<file path="src/rtl/bf_mult_pkg.sv">
// Shared types and helpers for the pipelined approximate floating-point multiplier.
package bf_mult_pkg;

  typedef enum logic [1:0] {
    PREC_AUTO = 2'd0,
    PREC_FULL = 2'd1,
    PREC_HALF = 2'd2,
    PREC_MIN  = 2'd3
  } prec_sel_e;

  typedef enum logic [1:0] {
    EXC_NONE,
    EXC_NAN,
    EXC_INF,
    EXC_ZERO
  } exc_e;

  typedef struct packed {
    logic nan;
    logic inf;
    logic ovf;
    logic udf;
  } flags_t;

  function automatic int bias(input int exp_w);
    return (1 << (exp_w - 1)) - 1;
  endfunction

  // Canonical quiet NaN: positive, all-ones exponent, only the top fraction bit set.
  function automatic logic [63:0] qnan(input int exp_w, input int man_w);
    logic [63:0] r;
    r = ((64'd1 << exp_w) - 64'd1) << man_w;
    r = r | (64'd1 << (man_w - 1));
    return r;
  endfunction

endpackage

</file>
<file path="src/rtl/bf_mant_mask_mult.sv">
// Masked mantissa multiply: precision mask, carry-save partial-product array, final CPA.
module bf_mant_mask_mult #(
  parameter  int MAN_W = 7,
  localparam int KW    = $clog2(MAN_W + 1),
  localparam int PW    = 2 * MAN_W + 2
) (
  input  logic [MAN_W:0]  man_a,
  input  logic [MAN_W:0]  man_b,
  input  logic [KW-1:0]   keep,
  output logic [PW-1:0]   prod
);

  logic [MAN_W:0] mask;
  logic [MAN_W:0] ma;
  logic [MAN_W:0] mb;
  logic [PW-1:0]  cs_sum;
  logic [PW-1:0]  cs_carry;
  logic [PW-1:0]  pp;
  logic [PW-1:0]  nsum;
  logic [PW-1:0]  ncarry;

  always_comb begin
    mask = '0;
    for (int j = 0; j < MAN_W; j++) begin
      mask[j] = (j >= MAN_W - int'(keep));
    end
    mask[MAN_W] = 1'b1;
  end

  assign ma = man_a & mask;
  assign mb = man_b & mask;

  // Carry-save accumulation; dropped carries above PW are multiples of 2**PW only.
  always_comb begin
    cs_sum   = '0;
    cs_carry = '0;
    pp       = '0;
    nsum     = '0;
    ncarry   = '0;
    for (int i = 0; i <= MAN_W; i++) begin
      pp       = ma[i] ? (PW'(mb) << i) : '0;
      nsum     = cs_sum ^ cs_carry ^ pp;
      ncarry   = ((cs_sum & cs_carry) | (cs_sum & pp) | (cs_carry & pp)) << 1;
      cs_sum   = nsum;
      cs_carry = ncarry;
    end
  end

  assign prod = cs_sum + cs_carry;

endmodule

</file>
<file path="src/rtl/bf_approx_mult_pipe.sv">
// Three-stage valid/ready floating-point multiplier with run-time precision control,
// exception flags and a saturating count of approximated results.
module bf_approx_mult_pipe #(
  parameter  int EXP_W     = 8,
  parameter  int MAN_W     = 7,
  parameter  int HALF_BITS = 3,
  parameter  int MIN_BITS  = 2,
  parameter  int AUTO_WIN  = 8,
  parameter  int CNT_W     = 16,
  localparam int W         = 1 + EXP_W + MAN_W
) (
  input  logic             clk,
  input  logic             rst_n,
  input  logic             in_valid,
  output logic             in_ready,
  input  logic [W-1:0]     a,
  input  logic [W-1:0]     b,
  input  logic [1:0]       prec_sel,
  output logic             out_valid,
  input  logic             out_ready,
  output logic [W-1:0]     product,
  output logic [3:0]       flags,
  output logic [CNT_W-1:0] approx_cnt,
  input  logic             cnt_clr
);
  import bf_mult_pkg::*;

  localparam int                BIAS   = bias(EXP_W);
  localparam int                KW     = $clog2(MAN_W + 1);
  localparam int                PW     = 2 * MAN_W + 2;
  localparam int                EW     = EXP_W + 2;
  localparam logic [W-1:0]      QNAN   = W'(qnan(EXP_W, MAN_W));
  localparam logic signed [EW-1:0] EMAX_S = EW'((1 << EXP_W) - 1);

  // Reset asserts asynchronously and releases on a clock edge.
  logic [1:0] rst_sync;
  logic       rst_int_n;

  always_ff @(posedge clk or negedge rst_n) begin
    if (!rst_n) rst_sync <= '0;
    else        rst_sync <= {rst_sync[0], 1'b1};
  end
  assign rst_int_n = rst_sync[1];

  logic v1, v2, v3;
  logic ld1, ld2, ld3;

  assign ld3      = !v3 || out_ready;
  assign ld2      = !v2 || ld3;
  assign ld1      = !v1 || ld2;
  assign in_ready = rst_int_n && ld1;

  logic               a_sign, b_sign;
  logic [EXP_W-1:0]   a_exp, b_exp;
  logic [MAN_W-1:0]   a_frac, b_frac;
  logic               a_zero, b_zero, a_inf, b_inf, a_nan, b_nan;
  int                 dist_a, dist_b;
  logic [KW-1:0]      keep_d;
  exc_e               exc_d;

  assign {a_sign, a_exp, a_frac} = a;
  assign {b_sign, b_exp, b_frac} = b;
  assign a_zero = (a_exp == '0);
  assign b_zero = (b_exp == '0);
  assign a_inf  = (&a_exp) && (a_frac == '0);
  assign b_inf  = (&b_exp) && (b_frac == '0);
  assign a_nan  = (&a_exp) && (|a_frac);
  assign b_nan  = (&b_exp) && (|b_frac);

  always_comb begin
    dist_a = int'(a_exp) - BIAS;
    if (dist_a < 0) dist_a = -dist_a;
    dist_b = int'(b_exp) - BIAS;
    if (dist_b < 0) dist_b = -dist_b;
    keep_d = KW'(MAN_W);
    case (prec_sel_e'(prec_sel))
      PREC_FULL: keep_d = KW'(MAN_W);
      PREC_HALF: keep_d = KW'(HALF_BITS);
      PREC_MIN:  keep_d = KW'(MIN_BITS);
      PREC_AUTO: keep_d = (dist_a <= AUTO_WIN && dist_b <= AUTO_WIN) ? KW'(MAN_W) : KW'(HALF_BITS);
    endcase
    exc_d = EXC_NONE;
    if (a_nan || b_nan || (a_inf && b_zero) || (b_inf && a_zero)) exc_d = EXC_NAN;
    else if (a_inf || b_inf)                                     exc_d = EXC_INF;
    else if (a_zero || b_zero)                                   exc_d = EXC_ZERO;
  end

  logic             s1_sign, s1_approx;
  logic [EXP_W-1:0] s1_ea, s1_eb;
  logic [MAN_W:0]   s1_ma, s1_mb;
  logic [KW-1:0]    s1_keep;
  exc_e             s1_exc;

  always_ff @(posedge clk or negedge rst_int_n) begin
    if (!rst_int_n) begin
      v1 <= 1'b0;  s1_sign <= 1'b0;  s1_approx <= 1'b0;
      s1_ea <= '0; s1_eb <= '0; s1_ma <= '0; s1_mb <= '0;
      s1_keep <= '0; s1_exc <= EXC_NONE;
    end else if (ld1) begin
      v1 <= in_valid;
      if (in_valid) begin
        s1_sign   <= a_sign ^ b_sign;
        s1_ea     <= a_exp;
        s1_eb     <= b_exp;
        s1_ma     <= a_zero ? '0 : {1'b1, a_frac};
        s1_mb     <= b_zero ? '0 : {1'b1, b_frac};
        s1_keep   <= keep_d;
        s1_approx <= (int'(keep_d) < MAN_W);
        s1_exc    <= exc_d;
      end
    end
  end

  logic [PW-1:0]          mant_prod;
  logic signed [EW-1:0]   exp_sum;

  bf_mant_mask_mult #(.MAN_W(MAN_W)) u_mant (
    .man_a (s1_ma),
    .man_b (s1_mb),
    .keep  (s1_keep),
    .prod  (mant_prod)
  );

  assign exp_sum = EW'(s1_ea) + EW'(s1_eb) - EW'(BIAS);

  logic                 s2_sign, s2_approx;
  logic signed [EW-1:0] s2_exp;
  logic [PW-1:0]        s2_prod;
  exc_e                 s2_exc;

  always_ff @(posedge clk or negedge rst_int_n) begin
    if (!rst_int_n) begin
      v2 <= 1'b0; s2_sign <= 1'b0; s2_approx <= 1'b0;
      s2_exp <= '0; s2_prod <= '0; s2_exc <= EXC_NONE;
    end else if (ld2) begin
      v2 <= v1;
      if (v1) begin
        s2_sign   <= s1_sign;
        s2_approx <= s1_approx;
        s2_exp    <= exp_sum;
        s2_prod   <= mant_prod;
        s2_exc    <= s1_exc;
      end
    end
  end

  logic signed [EW-1:0] norm_exp;
  logic [MAN_W-1:0]     norm_frac;
  logic [W-1:0]         res_d;
  flags_t               flags_d;

  always_comb begin
    if (s2_prod[PW-1]) begin
      norm_exp  = s2_exp + EW'(1);
      norm_frac = s2_prod[PW-2 -: MAN_W];
    end else begin
      norm_exp  = s2_exp;
      norm_frac = s2_prod[PW-3 -: MAN_W];
    end
    res_d   = '0;
    flags_d = '0;
    case (s2_exc)
      EXC_NAN: begin
        res_d       = QNAN;
        flags_d.nan = 1'b1;
      end
      EXC_INF: begin
        res_d       = {s2_sign, {EXP_W{1'b1}}, {MAN_W{1'b0}}};
        flags_d.inf = 1'b1;
      end
      EXC_ZERO: res_d = {s2_sign, {(W-1){1'b0}}};
      default: begin
        if (!norm_exp[EW-1] && norm_exp >= EMAX_S) begin
          res_d       = {s2_sign, {EXP_W{1'b1}}, {MAN_W{1'b0}}};
          flags_d.ovf = 1'b1;
        end else if (norm_exp[EW-1] || norm_exp == '0) begin
          res_d       = {s2_sign, {(W-1){1'b0}}};
          flags_d.udf = 1'b1;
        end else begin
          res_d = {s2_sign, norm_exp[EXP_W-1:0], norm_frac};
        end
      end
    endcase
  end

  logic             s3_approx;
  logic [W-1:0]     product_q;
  flags_t           flags_q;
  logic [CNT_W-1:0] cnt_q;

  always_ff @(posedge clk or negedge rst_int_n) begin
    if (!rst_int_n) begin
      v3 <= 1'b0; s3_approx <= 1'b0; product_q <= '0; flags_q <= '0;
    end else if (ld3) begin
      v3 <= v2;
      if (v2) begin
        s3_approx <= s2_approx;
        product_q <= res_d;
        flags_q   <= flags_d;
      end
    end
  end

  always_ff @(posedge clk or negedge rst_int_n) begin
    if (!rst_int_n)                                        cnt_q <= '0;
    else if (cnt_clr)                                      cnt_q <= '0;
    else if (v3 && out_ready && s3_approx && !(&cnt_q))    cnt_q <= cnt_q + CNT_W'(1);
  end

  assign out_valid  = v3;
  assign product    = product_q;
  assign flags      = flags_q;
  assign approx_cnt = cnt_q;

endmodule
</file>
<file path="config.mk">
export PLATFORM = sky130hd
export DESIGN_NAME = bf_approx_mult_pipe
export DESIGN_NICKNAME = d
export VERILOG_FILES = /design/src/rtl/bf_mult_pkg.sv /design/src/rtl/bf_mant_mask_mult.sv /design/src/rtl/bf_approx_mult_pipe.sv
export SDC_FILE = /design/constraint.sdc
export NUM_CORES = 1
export LEC_CHECK = 0
export CAP_MARGIN = 20
export CORE_MARGIN = 2
export CORE_UTILIZATION = 37
export DETAILED_ROUTE_END_ITERATION = 16
export PLACE_DENSITY_LB_ADDON = 0.1
export SLEW_MARGIN = 20
export SYNTH_ARGS = -nofsm -noshare
export SYNTH_HDL_FRONTEND = slang
export SYNTH_SLANG_ARGS = --single-unit
export TNS_END_PERCENT = 1
</file>
<file path="constraint.sdc">
create_clock -name clk -period 4.2 [get_ports clk]
set_input_delay 0.84 -clock clk [delete_from_list [all_inputs] [get_ports clk]]
set_output_delay 0.84 -clock clk [all_outputs]
set_load 0.05 [all_outputs]
</file>
==> out/qor.csv <==
metric,value,unit
status,finished with violations,
violated checks,negative setup slack,
netlist area before placement,7570,µm²
antenna violations before repair,0,
Detailed Route Iter0 Violations,301,
amount of wire on met3 after detailed routing,572,µm
instance count after placement with tap cells included,1170,
YS warnings,0,
"Max FO, Critical Path",5,
die outline area,21600,µm²
Final Wtd Congestion,0.850,
"FFs w/ async S/R, synth",100,%
Final HPWL DP,14500,µm
Layout area overhead,21.3,%
met2 WL,8530,µm
share of power burned in the clock network,22.7,%
post-synthesis instance total,831,
latest clock arrival within the worst-skew pair,0.36,ns
global-route wire length before repair,31200,µm
ratio of final minimum period to clock period,129,%
Switching Fraction,39.7,%
"Seq/Total Area, Yosys",34.4,%
RSZ-0062 raised after global routing,true,
final core utilization,45.5,%
Worst Setup End Kind,register,
Leakage Power,4.01,nW
Max Cap Violations,0,
primary flip-flop cell chosen by synthesis mapping,dfrtp_1,
Hold Path Class,register to asynchronous set/reset pin,
Sequential Power Share,36.5,%
met1 WL,8990,µm
startpoint of the lowest-slack register-to-register path,s1_keep[2]$_DFFE_PN0P_,
worst r2r dst,s2_prod[14]$_DFFE_PN0P_,
Port Buffer Count,76,
number of remaining DRC errors,0,
I/O pin count,77,
Die Span X,147,µm
crit path DAT,5.64,ns
hold violation total from the final report,0,
critical path startpoint category,register,
post-DR wirelength/cell,15.4,µm
Layout Cells excl Fill,1190,
Core Region,20200,µm²
total number of clock tree sinks,104,
final setup vio count,9,
number of hold buffers added after cts,0,
area fraction of the dominant cell type after synthesis,34.4,%
initial cell density of the core,37.5,%
height of the die,147,µm
transition time at the pin with the least slew margin,0.997,ns
Worst R2R Path Depth,23,
cell accounting for the most synthesized area,dfrtp_1,
vias in the first global route,6200,
Antenna Cells,0,
relative max-transition margin,33.4,%
clock-pin slew of the registers on the worst-case setup and hold paths,0.08,ns
launch point of the critical path,s1_keep[2]$_DFFE_PN0P_,
Area contributors post-synth,"dfrtp_1 (34%), fa_1 (10%), ha_1 (6.8%)",
GR Overflow Total,0,
category of the most critical setup path,register to register,
highest ir drop seen on vdd,203,µV
root buf cell,clkbuf_16,
final clock skew,0.0133,ns
net count of the mapped netlist,950,
number of vias after detailed routing,6049,
fraction of layout instances using a drive strength above 1,11.7,%
Comb pwr share,40.9,%
areal power density over the cells,430,nW/µm²
final period demand of the worst path,5.43,ns
Critical Path End,s2_prod[14]$_DFFE_PN0P_,
max layer used,met4,
post-layout net count,1034,
top achievable clock speed,0.184,GHz
CTS H-tree lvls,3,
length of the first detailed-routing pass in iterations,5,
Final WS setup,-1.23,ns
critical path data required time,4.41,ns
pin count of the biggest net entering global routing,74,
Bufs on Longest Clock Path,2,
count of flip-flops with a built-in enable after synthesis,0,
number of buffers added by the clock tree synthesis step,9,
CTS tree,done,
design internal power,0.00238,W
Routed Wire Length,18300,µm
total routing resource utilization after global routing,17.7,%
"flops & latches, synth",104,
P_sw,0.00157,W
Cell Rows,52,
Via-to-Cell Ratio,5.08,
number of pins with negative max-slew slack in the final report,0,
residual antenna-violating net count after detailed routing,0,
Unique masters post-synth,72,
Synth Area per Inst,9.11,µm²
"reg-to-reg slack, setup",-1.23,ns
## logic make-up (layout without fill, tap and decap cells)
logic type                 Yosys count  after routing  share of synthesized area, %
DFF                                104            104                          34.4
other                                1              1                        0.0495
xor gates and xnor gates            42             42                          5.14
buffers and inverters              108            197                          5.93
and+or+nand+nor                    314            314                          20.8
adders and majority gates           80             80                          17.1
muxes                               16             16                          2.25
AOI/OAI and AO/OA                  166            166                          14.4
## through the flow
step                      setup slack, ns  setup TNS (ns)  hold slack [ns]  power, W  cell area [µm²]
after detailed placement            -1.38           -8.79            0.272   0.00307             8800
after floorplan                     -1.22           -7.44            0.331   0.00254             7630
final                               -1.23           -7.70            0.256   0.00395             9190
after global routing                -1.51           -9.84            0.300   0.00424             9190
after CTS                           -1.22           -7.82            0.273   0.00399             9170
after global placement              -1.24           -8.00            0.268   0.00303             8800
## routing by layer
layer  global-route usage, %  up-vias
li1                        -     3010
met1                    24.8     2907
met2                    28.9      118
met3                    2.39       14
met4                    4.90        0
met5                       0        -
## cells in the final DEF, fill, tap and decap left out, types with 6 or more instances in the layout
cell	Yosys	layout
and4_1	8	7
a21oi_1	35	32
inv_1	61	54
nand2b_1	9	9
ha_1	41	39
nor4_1	6	6
and2_1	28	25
mux2i_1	8	8
buf_4	3	43
dfrtp_1	104	103
fa_2	0	8
a21o_1	9	9
nor2_1	35	35
a31oi_1	9	9
nor2b_1	6	6
clkbuf_16	0	9
fa_1	39	31
inv_2	0	7
xor2_1	19	19
xnor2_1	21	21
mux2_2	8	8
o21bai_1	8	8
nand4_1	11	11
o31ai_1	8	8
nand2_1	135	135
nor3_1	7	7
clkdlybuf4s50_1	0	76
nand3_1	20	20
a22o_1	14	14
and3_1	19	16
o21ai_0	43	42
or3_1	9	9
## sequential cells by signal, indices dropped and copies added, names as in the netlist
signal      count
s3_approx       1
s1_mb           8
v2              1
approx_cnt     16
out_valid       1
s1_ea           8
s2_exp         10
v1              1
s1_approx       1
s2_approx       1
s2_sign         1
s1_keep         3
s1_ma           8
product        16
s1_sign         1
s2_prod         9
s1_eb           8
s2_exc          2
rst_sync        2
s1_exc          2
flags           4
## worst min-delay path by stage
stage	slack, ns	cells after the start	end
2_1_floorplan	0.33	0	rst_sync[1]$_DFF_PN0_
3_3_place_gp	0.27	0	product[1]$_DFFE_PN0P_
3_5_place_dp	0.27	0	approx_cnt[7]$_DFFE_PN0P_
4_1_cts	0.27	0	approx_cnt[7]$_DFFE_PN0P_
5_1_grt	0.30	0	approx_cnt[10]$_DFFE_PN0P_
6_report	0.26	0	approx_cnt[7]$_DFFE_PN0P_
## power groups by stage
stage | Combinational, W | Clock, W | Sequential [W]
after global placement | 0.00158 | 0 | 0.00145
final | 0.00161 | 0.000895 | 0.00144
after CTS | 0.00163 | 0.000927 | 0.00144
after global routing | 0.00180 | 0.000962 | 0.00148
after detailed placement | 0.00161 | 0 | 0.00146
after floorplan | 0.000881 | 0 | 0.00166
## cell usage after synthesis (4+ instances only)
cell      count
ha_1         41
or3_1         9
dfrtp_1     104
a21oi_1      35
fa_1         39
a31oi_1       9
a22o_1       14
nand2_1     135
buf_2         8
o211ai_1      4
mux2i_1       8
clkbuf_1     25
and4_1        8
o21bai_1      8
o31ai_1       8
o21ai_0      43
mux2_2        8
buf_1         8
nand4_1      11
xor2_1       19
inv_1        61
xnor2_1      21
nor4_1        6
nand3_1      20
nor2_1       35
nor2b_1       6
and3_1       19
nand2b_1      9
nor3_1        7
a21o_1        9
and2_1       28
## timing repair
action / 4_1_cts / 5_1_grt
setup endpoints to repair: 9 / 9
buffers inserted: 4 / 0
gates resized for setup: 11 / 3
pin swaps: 13 / 4
## worst max-delay path, cell delays in order, from the launching register on
cell and delay (ns):
dfrtp_1 0.42, and4_4 0.20, and2_4 0.16, ha_4 0.26, inv_2 0.03, fa_1 0.47, inv_1 0.05, fa_2 0.53
fa_2 0.44, fa_2 0.36, fa_1 0.50, inv_1 0.05, fa_1 0.44, inv_2 0.08, ha_4 0.14, inv_2 0.04
fa_2 0.36, inv_2 0.07, a21oi_2 0.05, o21bai_1 0.19, a21o_1 0.16, a21oi_2 0.06, xor2_1 0.13, o21ai_1 0.08
## cell type report
class,count,area [µm²]
multi-input combinational,619,4610
sequential,104,2610
fill,1970,11000
inverter,61,229
clock inverter,6,72.6
clock buffer,10,239
timing repair buffer,120,1090
tap,270,338
Power figures use the tool's default switching activity.
==> RTL edit: new RTL, same flow settings <==
The parameter `EXP_W` goes from 8 to 6.
--- a/src/rtl/bf_approx_mult_pipe.sv
+++ b/src/rtl/bf_approx_mult_pipe.sv
@@ -1,7 +1,7 @@
 // Three-stage valid/ready floating-point multiplier with run-time precision control,
 // exception flags and a saturating count of approximated results.
 module bf_approx_mult_pipe #(
-  parameter  int EXP_W     = 8,
+  parameter  int EXP_W     = 6,
   parameter  int MAN_W     = 7,
   parameter  int HALF_BITS = 3,
   parameter  int MIN_BITS  = 2,
Ports: changed (resized a, b and product); port bits go from 77 to 71. No check against the original RTL was run, so the function may have changed too.
==> RTL edit against the unedited design <==
Largest power group unchanged. Cell area decreased by 10%. Worst setup slack improved by 97 ps. Area after synthesis shrank 11%. Power fell by 9.7%. Wire length fell by 17%. Final cell count decreased by 12%. Via count shrank 14%. The run still ends with negative setup slack left. Hold slack got worse by 94 ps. Critical path type unchanged. Sequential cell count shrank 8. Count of clock-buffer cells in the layout unchanged.
==> RTL edit: results (changes against the unedited design) <==
[timing]
fin_ws_ps=-1130  ; was -1230 ps
setup-tns-final_ps=-7170  ; was -7700 ps
setup_viol=9  ; unchanged
tightest_slew_ps=940  ; was 997 ps
fin_worst_skew_ps=6.35  ; was 13.3 ps

[pwr]
power_uw=3570  ; was 3950 uW
irDropWorstVdd_v=0.000402  ; was 0.000203 V
combPwrFrac_pct=41.4  ; was 40.9%
pg_clk_uw=771  ; was 895 uW

[detailed_routing]
wl_met2_mm=6.80  ; was 8.53 mm
routed_wl_mm=15.2  ; was 18.3 mm
first_pass_iters=6  ; was 5
wl_met1_mm=7.79  ; was 8.99 mm

[grt]
use_met2_pct=25.1  ; was 28.9%
grt_use_met1_pct=24.4  ; was 24.8%
grt_max_degree=84  ; was 74
grt_use_met3_pct=2.45  ; was 2.39%

[yosys]
seq_area_frac_synth_pct=35.6  ; was 34.4%
synth_cell_types=66  ; was 72
synth.net_count=839  ; was 950
syn_inst=728  ; was 831
synthXorXnorAreaFrac_pct=5.04  ; was 5.14%
synth_area_leaders=dfrtp_1 36%, fa_1 12%, nand2_1 7.1%, ha_1 6.9%, nand3_1 3.1%  ; was dfrtp_1 34%, fa_1 10%, ha_1 6.8%, nand2_1 6.7%, inv_1 3.0%
muxShareOfSynthArea_pct=3.31  ; was 2.25%
synth_compound_area_share_pct=10.4  ; was 14.4%
synthAdderAreaFrac_pct=18.9  ; was 17.1%

[place]
post-dp-hpwl_mm=12.0  ; was 14.5 mm
dp_slack_ps=-1160  ; was -1380 ps
port_buffers=70  ; was 76

[run_status]
violations=negative setup slack  ; unchanged
status=complete, but fails checks  ; unchanged

[critical_path]
cp_data_arrival_time_ps=5570  ; was 5640 ps
path_max_fanout=6  ; was 5
reg2reg_from=s1_keep[0]  ; was s1_keep[2]

[cts]
cts_resized=4  ; was 11

[cells_and_area]
layout-drive-gt1-share_pct=12.9  ; was 11.7%

## RTL edit: area by class of cell
type / instances / area [um2]
sequential: 96 / 2410
multi-input combinational: 541 / 4050
tap: 229 / 287
clock inverter: 6 / 43.8
timing repair buffer: 111 / 1020
fill: 1770 / 9730
inverter: 51 / 191
clock buffer: 10 / 229
## RTL edit: worst register-to-register path, stage by stage, from the launching register on
cell	delay, ps
dfrtp_2	440
and4_4	220
and2_4	170
ha_4	250
inv_2	40
fa_2	540
fa_2	440
fa_2	540
fa_2	440
fa_2	360
fa_1	450
inv_1	70
ha_2	180
inv_2	40
fa_2	360
nor2b_2	110
o21ai_1	80
a21boi_1	190
o21ai_1	110
mux2i_1	140
nand2_1	70
## RTL edit: how the worst min path moves through the flow
stage                  end  slack (ps)  cells after the start
3_3_place_gp      flags[3]         160                      0
5_1_grt        product[13]         180                      0
4_1_cts        product[13]         170                      0
3_5_place_dp   product[13]         160                      0
2_1_floorplan  rst_sync[1]         330                      0
6_report       product[13]         160                      0
